<file path="config.mk">
export PLATFORM = sky130hd
export DESIGN_NAME = nmk112_bank_mapper_flat
export DESIGN_NICKNAME = d
export VERILOG_FILES = /design/src/rtl/nmk112_pkg.sv /design/src/rtl/nmk112_bank_mapper_if.sv /design/src/rtl/nmk112_regfile.sv /design/src/rtl/nmk112_bank_mapper.sv /design/src/flat_wrapper.sv
export SDC_FILE = /design/constraint.sdc
export NUM_CORES = 1
export LEC_CHECK = 0
export ABC_AREA = 1
export BUFFER_PORTS_ARGS = -buffer_cell sky130_fd_sc_hd__buf_2
export CORE_MARGIN = 2
export CORE_UTILIZATION = 50
export DETAILED_ROUTE_END_ITERATION = 10
export PLACE_DENSITY = 0.85
export SKIP_LAST_GASP = 1
export SLEW_MARGIN = 20
export SYNTH_ARGS = -nofsm -noshare
export SYNTH_HDL_FRONTEND = slang
export SYNTH_SLANG_ARGS = --single-unit
</file>
<file path="constraint.sdc">
create_clock -name CLK -period 1.5 [get_ports CLK]
set_input_delay 0.3 -clock CLK [delete_from_list [all_inputs] [get_ports CLK]]
set_output_delay 0.3 -clock CLK [all_outputs]
set_load 0.005 [all_outputs]
</file>
<file path="src/rtl/nmk112_pkg.sv">
// Shared widths, table-paging limit and bank register type for the NMK112
// OKI sample-ROM bank mapper.
package nmk112_pkg;

    localparam int unsigned OKI_AW = 18;
    localparam int unsigned ROM_AW = 21;
    localparam int unsigned BANK_W = 8;
    localparam int unsigned NBANK  = 4;

    localparam logic [OKI_AW-1:0] TABLE_LIMIT = 18'h00400;

    typedef logic [BANK_W-1:0] bank_t;

endpackage

</file>
<file path="src/rtl/nmk112_bank_mapper_if.sv">
// Z80 bank-write bus and OKI address request/response for one mapper.
// master: bus driver (Z80 / OKI side); slave: the mapper.
interface nmk112_bank_mapper_if;
    import nmk112_pkg::*;

    logic              WE;
    logic [2:0]        OFFSET;
    bank_t             DATA;
    logic [OKI_AW-1:0] REQ_ADDR;
    logic [ROM_AW-1:0] REQ_DATA_ADDR;

    modport master (
        output WE,
        output OFFSET,
        output DATA,
        output REQ_ADDR,
        input  REQ_DATA_ADDR
    );

    modport slave (
        input  WE,
        input  OFFSET,
        input  DATA,
        input  REQ_ADDR,
        output REQ_DATA_ADDR
    );

endinterface

</file>
<file path="src/rtl/nmk112_regfile.sv">
// Four-entry write-only bank register file with asynchronous reset.
// All banks are exposed so the mapper can select combinationally.
module nmk112_regfile
    import nmk112_pkg::*;
(
    input  logic       clk_i,
    input  logic       rst_i,
    input  logic       we_i,
    input  logic [1:0] sel_i,
    input  bank_t      data_i,
    output bank_t      bank_o [NBANK]
);

    bank_t bank_q [NBANK];
    bank_t bank_d [NBANK];

    // Next state: only the addressed register takes the written value.
    always_comb begin
        bank_d = bank_q;
        if (we_i) begin
            bank_d[sel_i] = data_i;
        end
    end

    // Bank register storage, cleared to zero on reset.
    always_ff @(posedge clk_i or posedge rst_i) begin
        if (rst_i) begin
            bank_q <= '{default: '0};
        end else begin
            bank_q <= bank_d;
        end
    end

    assign bank_o = bank_q;

endmodule

</file>
<file path="src/rtl/nmk112_bank_mapper.sv">
// NMK112 per-OKI sample-ROM bank mapper: picks a bank register from the OKI
// address, forms {bank[4:0], addr[15:0]} + ROM_OFFS and registers it.
// Optional macro NMK112_PAGE_TABLE_EN: addresses below 0x400 select the bank
// from REQ_ADDR[9:8] so each voice gets its own phrase-table bank.
module nmk112_bank_mapper
    import nmk112_pkg::*;
#(
    parameter logic [ROM_AW-1:0] ROM_OFFS = 21'h000000
) (
    input  logic                    CLK,
    input  logic                    RESET,
    nmk112_bank_mapper_if.slave     bus
);

    bank_t             banks [NBANK];
    logic [1:0]        sel;
    bank_t             sel_bank;
    logic [ROM_AW-1:0] addr_d;
    logic [ROM_AW-1:0] addr_q;

    nmk112_regfile u_regfile (
        .clk_i  (CLK),
        .rst_i  (RESET),
        .we_i   (bus.WE),
        .sel_i  (bus.OFFSET[2:1]),
        .data_i (bus.DATA),
        .bank_o (banks)
    );

    // Bank selection and address formation.
    always_comb begin
        sel = bus.REQ_ADDR[17:16];
`ifdef NMK112_PAGE_TABLE_EN
        if (bus.REQ_ADDR < TABLE_LIMIT) begin
            sel = bus.REQ_ADDR[9:8];
        end
`endif
        sel_bank = banks[sel];
        // Full bank byte is summed at 24 bits; bank[7:5] only reaches bits
        // 23:21, which the truncation to ROM_AW discards (mod 2^21 wrap).
        addr_d = ROM_AW'({3'b000, ROM_OFFS} + {sel_bank, bus.REQ_ADDR[15:0]});
    end

    // Output address register; resets to the mapping of address 0, bank 0.
    always_ff @(posedge CLK or posedge RESET) begin
        if (RESET) begin
            addr_q <= ROM_OFFS;
        end else begin
            addr_q <= addr_d;
        end
    end

    assign bus.REQ_DATA_ADDR = addr_q;

endmodule

</file>
<file path="src/flat_wrapper.sv">
// flat-port wrapper written by rule: the top's interface ports become plain ports
module nmk112_bank_mapper_flat import nmk112_pkg::*;
#(
    parameter logic [ROM_AW-1:0] ROM_OFFS = 21'h000000
)
  (CLK, RESET, bus_WE, bus_OFFSET, bus_DATA, bus_REQ_ADDR, bus_REQ_DATA_ADDR);
  nmk112_bank_mapper_if bus_i ();
  input  logic CLK;
  input  logic RESET;
  input wire logic [$bits(bus_i.WE)-1:0] bus_WE;
  input wire logic [$bits(bus_i.OFFSET)-1:0] bus_OFFSET;
  input wire logic [$bits(bus_i.DATA)-1:0] bus_DATA;
  input wire logic [$bits(bus_i.REQ_ADDR)-1:0] bus_REQ_ADDR;
  output wire logic [$bits(bus_i.REQ_DATA_ADDR)-1:0] bus_REQ_DATA_ADDR;
  assign bus_i.WE = bus_WE;
  assign bus_i.OFFSET = bus_OFFSET;
  assign bus_i.DATA = bus_DATA;
  assign bus_i.REQ_ADDR = bus_REQ_ADDR;
  assign bus_REQ_DATA_ADDR = bus_i.REQ_DATA_ADDR;
  nmk112_bank_mapper #(.ROM_OFFS(ROM_OFFS)) u_core (.CLK(CLK), .RESET(RESET), .bus(bus_i));
endmodule
</file>
==> run summary, run 1 <==
final-report setup violation count -> 0
Layout Nets -> 258
max cap viols -> 0
max_slew headroom -> 0.673
maximum clock insertion buffer count -> 2
area of the multi-input gates -> 445 sq um
Netlist Area Pre-Place -> 0.00167 sq mm
Die Width -> 61.9 um
row cnt -> 21
DP HPWL -> 2230 um
antenna violations before repair -> 0
DR DRC count -> 0
post-synthesis register bit count -> 41
H-tree Lvls -> 2
die area -> 0.00383 sq mm
cts hold-fix bufs -> 0
Final Instance Area -> 0.00203 sq mm
sequential share of the synthesized area -> 0.613
Reg clk slew, reported paths -> 0.12 ns
path type of the worst setup path -> flip-flop to output pin
PortBufs -> 48
Global Route Usage Sum -> 0.191
R2R cell count -> 4
simple-gate share of the synthesized area -> 0.249
Vias/cell -> 4.70
DRT iter0 DRCs -> 59
worst skew pair latency -> 0.35 ns
top-level I/O count -> 53
share of the synthesized area in the top cell type -> 0.613
cells after synthesis -> 172
outcome -> complete, no violations
final antenna-violating net count -> 0
Crit path max-delay family -> flip-flops
syn_nets -> 204
GP Congestion -> 0.808
Post-CTS Setup Repair Bufs -> 0
largest net degree at the start of global routing -> 42
post-CTS resize count -> 0
yosys warns -> 0
WP buf/inv -> 1
dpl cell area -> 0.00190 sq mm
die height -> 61.9 um
# diodes -> 0
CTS tree -> done
Wirelength per Cell -> 11.4 um
Slowest cell on crit path -> dfrtp_1
Root Buffer Master -> clkbuf_4
largest family of logic cells by synthesized area -> simple AND/OR/NAND/NOR gates
worst path cell trace -> buf_2
DRT Wirelength -> 3110 um
setup TNS -> 0 ns
Cells after DPL -> 260
Slew Viols, Final -> 0
Sink Count -> 41
clock skew -> 0.00477 ns
data required time at the worst endpoint -> 1.20 ns
final period utilization -> 0.771
r2r setup slk -> 0.73 ns
Reg-to-Reg Start -> u_core.u_regfile.bank_o[0]
fillers -> 264
via count -> 1282
Cell variety after synth -> 14
cts bufs inserted -> 5
mux share of post-synthesis cell area -> 0
fin crit period -> 1.16 ns
Area Overhead vs Synth -> 21.4%
Starting Density -> 0.510
adder-cell share of the synthesized area -> 0
Final WS setup -> 0.344 ns
LEAKAGE -> 0.00113 uW
synth top area cells -> dfrtp_1, nand2_1, inv_1, nand4_1, nand3_1
worst-path fanout max -> 1
Synth Area in Compound Gates -> 0.0172
WP data arrival -> 0.86 ns
RSZ-0062 raised after global routing -> false
Register Area -> 0.00103 sq mm
Syn Area/Cell -> 9.73 sq um
slowest stage delay, CP -> 0.38 ns
Detailed Routing Iterations Pass 1 -> 4
Core Area -> 0.00328 sq mm
first-pass GRT wire length -> 4970 um
cell taking the most area after synthesis -> dfrtp_1
Final Hold Fails -> 0
pre-CTS setup slack -> 0.409 ns
Remaining Overflow, GRT -> 0
power per cell area -> 1150 mW/mm^2
Final Instance Count excl. Fillers -> 273
Hold WC Path Type -> primary input to asynchronous set/reset pin
Max VDD drop -> 599 uV
CP Launch Type -> flip-flop
final hold slack -> 0.0356 ns
Synth Area in XOR/XNOR -> 0
number of global-route vias before repair -> 1117
R2R Path End -> u_core.bus.REQ_DATA_ADDR[16]
endpoint type of the worst setup path -> output pin
Peak Freq -> 865 MHz
share of cells above drive strength 1 -> 0.286
Least-Margin Pin Slew -> 0.491 ns
-- placed cells by master (no fill, tap or decap) --
| cell type | count |
|---|---|
| buf_2 | 48 |
| buf_4 | 1 |
| bufinv_16 | 1 |
| clkbuf_4 | 5 |
| clkinv_4 | 1 |
| clkinvlp_4 | 1 |
| dfrtp_1 | 41 |
| dlygate4sd3_1 | 5 |
| inv_1 | 27 |
| inv_2 | 1 |
| inv_6 | 2 |
| nand2_1 | 60 |
| nand3_1 | 10 |
| nand3_2 | 3 |
| nand3_4 | 1 |
| nand4_1 | 15 |
| o21ai_1 | 4 |
| o21ai_2 | 1 |
-- final cells by class --
type,count,area share
multi-input cells,94,0.219
well taps,46,0.0283
flip-flops and latches,41,0.505
clock buffers,5,0.0185
repair buffers,54,0.146
inverters,30,0.0603
clock inverters,3,0.0228
-- through the flow --
| stage | total power [uW] | utilization |
|---|---|---|
| global placement | 1620 | 0.578 |
| global route | 2510 | 0.619 |
| detailed placement | 1650 | 0.578 |
| floorplan | 1520 | - |
| finish | 2340 | 0.619 |
| CTS | 2360 | 0.604 |
-- worst max path at each step --
stage | startpoint | end | slack [ns] | depth (start not counted)
after global routing | u_core.bus.REQ_DATA_ADDR[5] | bus_REQ_DATA_ADDR[5] | 0.26 | 1
final | u_core.bus.REQ_DATA_ADDR[14] | bus_REQ_DATA_ADDR[14] | 0.34 | 1
after CTS | u_core.bus.REQ_DATA_ADDR[14] | bus_REQ_DATA_ADDR[14] | 0.31 | 1
after detailed placement | bus_WE | u_core.u_regfile.bank_o[2] | 0.41 | 4
after global placement | bus_WE | u_core.u_regfile.bank_o[4] | 0.44 | 4
after floorplan | RESET | u_core.bus.REQ_DATA_ADDR[0] | 0.25 | 1
-- per-layer routing --
| metal | vias to the layer above | GRT usage | routed length, um |
|---|---|---|---|
| met5 | - | 0 | 0 |
| met4 | 0 | 0.116 | 77 |
| met3 | 5 | 0.0683 | 187 |
| met2 | 46 | 0.280 | 1540 |
| met1 | 590 | 0.242 | 1310 |
| li1 | 641 | - | - |
-- power breakdown --
| group | switching, uW | internal [uW] | total [uW] |
|---|---|---|---|
| clock | 358 | 353 | 710 |
| sequential | 60.2 | 1230 | 1290 |
| combinational | 199 | 142 | 340 |
-- logic make-up (layout without fill, tap and decap cells) --
group                  Yosys count  in the layout
buffers and inverters           37             92
DFF                             41             41
AOI/OAI and AO/OA                5              5
and+or+nand+nor                 89             89
-- flip-flops by register name (all words and copies together), names as in the netlist --
signal,cells
u_core.u_regfile.bank_o,20
u_core.bus.REQ_DATA_ADDR,21
-- cells in the mapped netlist (all sizes together) --
cell type / n
nand2: 60
buf: 7
dfrtp: 41
nand3: 14
nand4: 15
inv: 30
o21ai: 5
-- tightest hold or removal path, cell delays in order --
cell and delay (ns):
buf_2 0.09, inv_1 0.04, buf_4 0.41
Note: power is estimated with default switching activity, not from simulation.
==> run 2: changes to the inputs <==
--- a/config.mk
+++ b/config.mk
@@ -8,9 +8,9 @@
 export ABC_AREA = 1
 export BUFFER_PORTS_ARGS = -buffer_cell sky130_fd_sc_hd__buf_2
 export CORE_MARGIN = 2
-export CORE_UTILIZATION = 50
+export CORE_UTILIZATION = 45
 export DETAILED_ROUTE_END_ITERATION = 10
-export PLACE_DENSITY = 0.85
+export PLACE_DENSITY = 0.81
 export SKIP_LAST_GASP = 1
 export SLEW_MARGIN = 20
 export SYNTH_ARGS = -nofsm -noshare
==> constraint.sdc (replaced) <==
create_clock -name CLK -period 1 [get_ports CLK]
set_input_delay 0.2 -clock CLK [delete_from_list [all_inputs] [get_ports CLK]]
set_output_delay 0.2 -clock CLK [all_outputs]
set_load 0.005 [all_outputs]
==> run 2 against run 1 <==
Net effect:
- first-iteration DRC count unchanged
- worst hold slack lost 0.022 ns
- cell area increased by 6.3%
- setup slack got worse by 0.32 ns
- critical path type unchanged
==> run summary, run 2 (synthesized netlist as in run 1, its figures left out) <==
H-tree Lvls -> 2
Layout Nets -> 269
first-pass GRT wire length -> 5240 um
maximum clock insertion buffer count -> 2
Root Buffer Master -> clkbuf_8
worst-path fanout max -> 1
max cap viols -> 0
Reg-to-Reg Start -> u_core.u_regfile.bank_o[0]
worst path cell trace -> buf_2
Gate power share -> 0.150
Crit path max-delay family -> flip-flops
Wirelength per Cell -> 11.6 um
endpoint type of the worst setup path -> output pin
final antenna-violating net count -> 0
Slew Viols, Final -> 0
commonest non-fill, non-tap cell in the layout -> nand2_1
sw frac -> 0.253
final-report setup violation count -> 0
pre-CTS setup slack -> 0.0706 ns
die area -> 0.00422 sq mm
dpl cell area -> 0.00192 sq mm
max_slew headroom -> 0.787
DRT Wirelength -> 3330 um
R2R Path End -> u_core.bus.REQ_DATA_ADDR[16]
outcome -> complete, no violations
path type of the worst setup path -> flip-flop to output pin
Final Instance Area -> 0.00216 sq mm
Reg clk slew, reported paths -> 0.07 ns
overall power -> 3630 uW
RSZ-0062 raised after global routing -> true
R2R cell count -> 4
# diodes -> 0
clock skew -> 0.00431 ns
Core Area -> 0.00361 sq mm
commonest non-fill, non-tap cells in the layout -> nand2_1, buf_2, dfrtp_1
Detailed Routing Iterations Pass 1 -> 4
Slowest cell on crit path -> dfrtp_1
Final Hold Fails -> 0
worst skew pair latency -> 0.29 ns
Worst Hold Depth -> 1
PortBufs -> 48
P_int -> 2710 uW
Largest register FFs -> 21
GP Congestion -> 0.789
Peak Freq -> 1020 MHz
largest net degree at the start of global routing -> 27
Remaining Overflow, GRT -> 0
Area Overhead vs Synth -> 29.1%
final hold slack -> 0.0140 ns
row cnt -> 22
die height -> 65.0 um
LEAKAGE -> 0.00119 uW
DRT iter0 DRCs -> 59
Global Route Usage Sum -> 0.170
fin crit period -> 0.980 ns
Final WS setup -> 0.0199 ns
Sink Count -> 41
Clk pwr share -> 0.317
CTS tree -> done
Starting Density -> 0.464
final period utilization -> 0.980
worst hold start -> bus_REQ_ADDR[14]
DP HPWL -> 2310 um
WP buf/inv -> 1
fillers -> 307
slowest stage delay, CP -> 0.37 ns
WP data arrival -> 0.78 ns
antenna violations before repair -> 0
Hold Path End -> u_core.bus.REQ_DATA_ADDR[14]
CP Launch Type -> flip-flop
top-level I/O count -> 53
number of global-route vias before repair -> 1181
r2r setup slk -> 0.23 ns
Hold WC Path Type -> primary input to flip-flop
Max VDD drop -> 889 uV
power per cell area -> 1680 mW/mm^2
Die Width -> 65.0 um
DR DRC count -> 0
Final Instance Count excl. Fillers -> 286
P_sw -> 919 uW
register share of total power -> 0.533
Least-Margin Pin Slew -> 0.320 ns
cts bufs inserted -> 5
via count -> 1330
share of cells above drive strength 1 -> 0.286
Vias/cell -> 4.65
Post-CTS Setup Repair Bufs -> 0
Cells after DPL -> 264
data required time at the worst endpoint -> 0.80 ns
==> run 2: cell types whose count changed in the layout (fill, tap and decap cells not counted), sizes merged <==
| cell | before | now |
|---|---|---|
| buf | 49 | 51 |
| clkbuf | 5 | 7 |
| dlygate4sd3 | 5 | 14 |
| bufinv | 1 | 0 |
| inv | 30 | 29 |
==> run 2: repair_timing <==
action	4_1_cts	5_1_grt
gates resized for setup	0	0
endpoints found under the setup margin	0	17
hold buffers	3	11
hold endpoints to repair	43	11
==> run 2: power by group through the flow <==
stage | combinational (uW) | sequential [uW] | clock [uW]
2_1_floorplan | 329 | 1960 | 0
3_3_place_gp | 490 | 1960 | 0
3_5_place_dp | 505 | 1970 | 0
4_1_cts | 516 | 1930 | 1180
5_1_grt | 625 | 1950 | 1280
6_report | 544 | 1940 | 1150
==> run 2: metal layers <==
metal / vias up / global-route usage / routed length [um]
li1: 666 / - / -
met3: 5 / 0.0521 / 207
met4: 0 / 0.0931 / 44
met2: 46 / 0.255 / 1570
met1: 613 / 0.218 / 1510
met5: - / 0 / 0
==> run 2: metrics by stage <==
step                utilization  setup TNS (ns)
floorplan                     -               0
global placement          0.533               0
detailed placement        0.533               0
CTS                       0.569               0
global route              0.600          -0.185
finish                    0.600               0
==> run 2: worst max-delay path by stage <==
stage,start,endpoint,slack (ns),cells past startpoint
final,u_core.bus.REQ_DATA_ADDR[9],bus_REQ_DATA_ADDR[9],0.02,1
after floorplan,bus_OFFSET[1],u_core.u_regfile.bank_o[24],0.29,5
after CTS,u_core.bus.REQ_DATA_ADDR[9],bus_REQ_DATA_ADDR[9],0.002,1
after detailed placement,bus_WE,u_core.u_regfile.bank_o[4],0.07,4
after global placement,bus_WE,u_core.u_regfile.bank_o[4],0.1,4
after global routing,u_core.bus.REQ_DATA_ADDR[10],bus_REQ_DATA_ADDR[10],-0.03,1
==> run 2: layout make-up <==
cell class / instances / area, sq um / share of cell area
Clock inverter: 1 / 5.00 / 0.00231
Sequential cell: 41 / 1030 / 0.475
Timing Repair Buffer: 65 / 403 / 0.186
Tap cell: 48 / 60.1 / 0.0278
Multi-Input combinational cell: 94 / 445 / 0.206
Clock buffer: 7 / 96.3 / 0.0446
Inverter: 30 / 126 / 0.0584
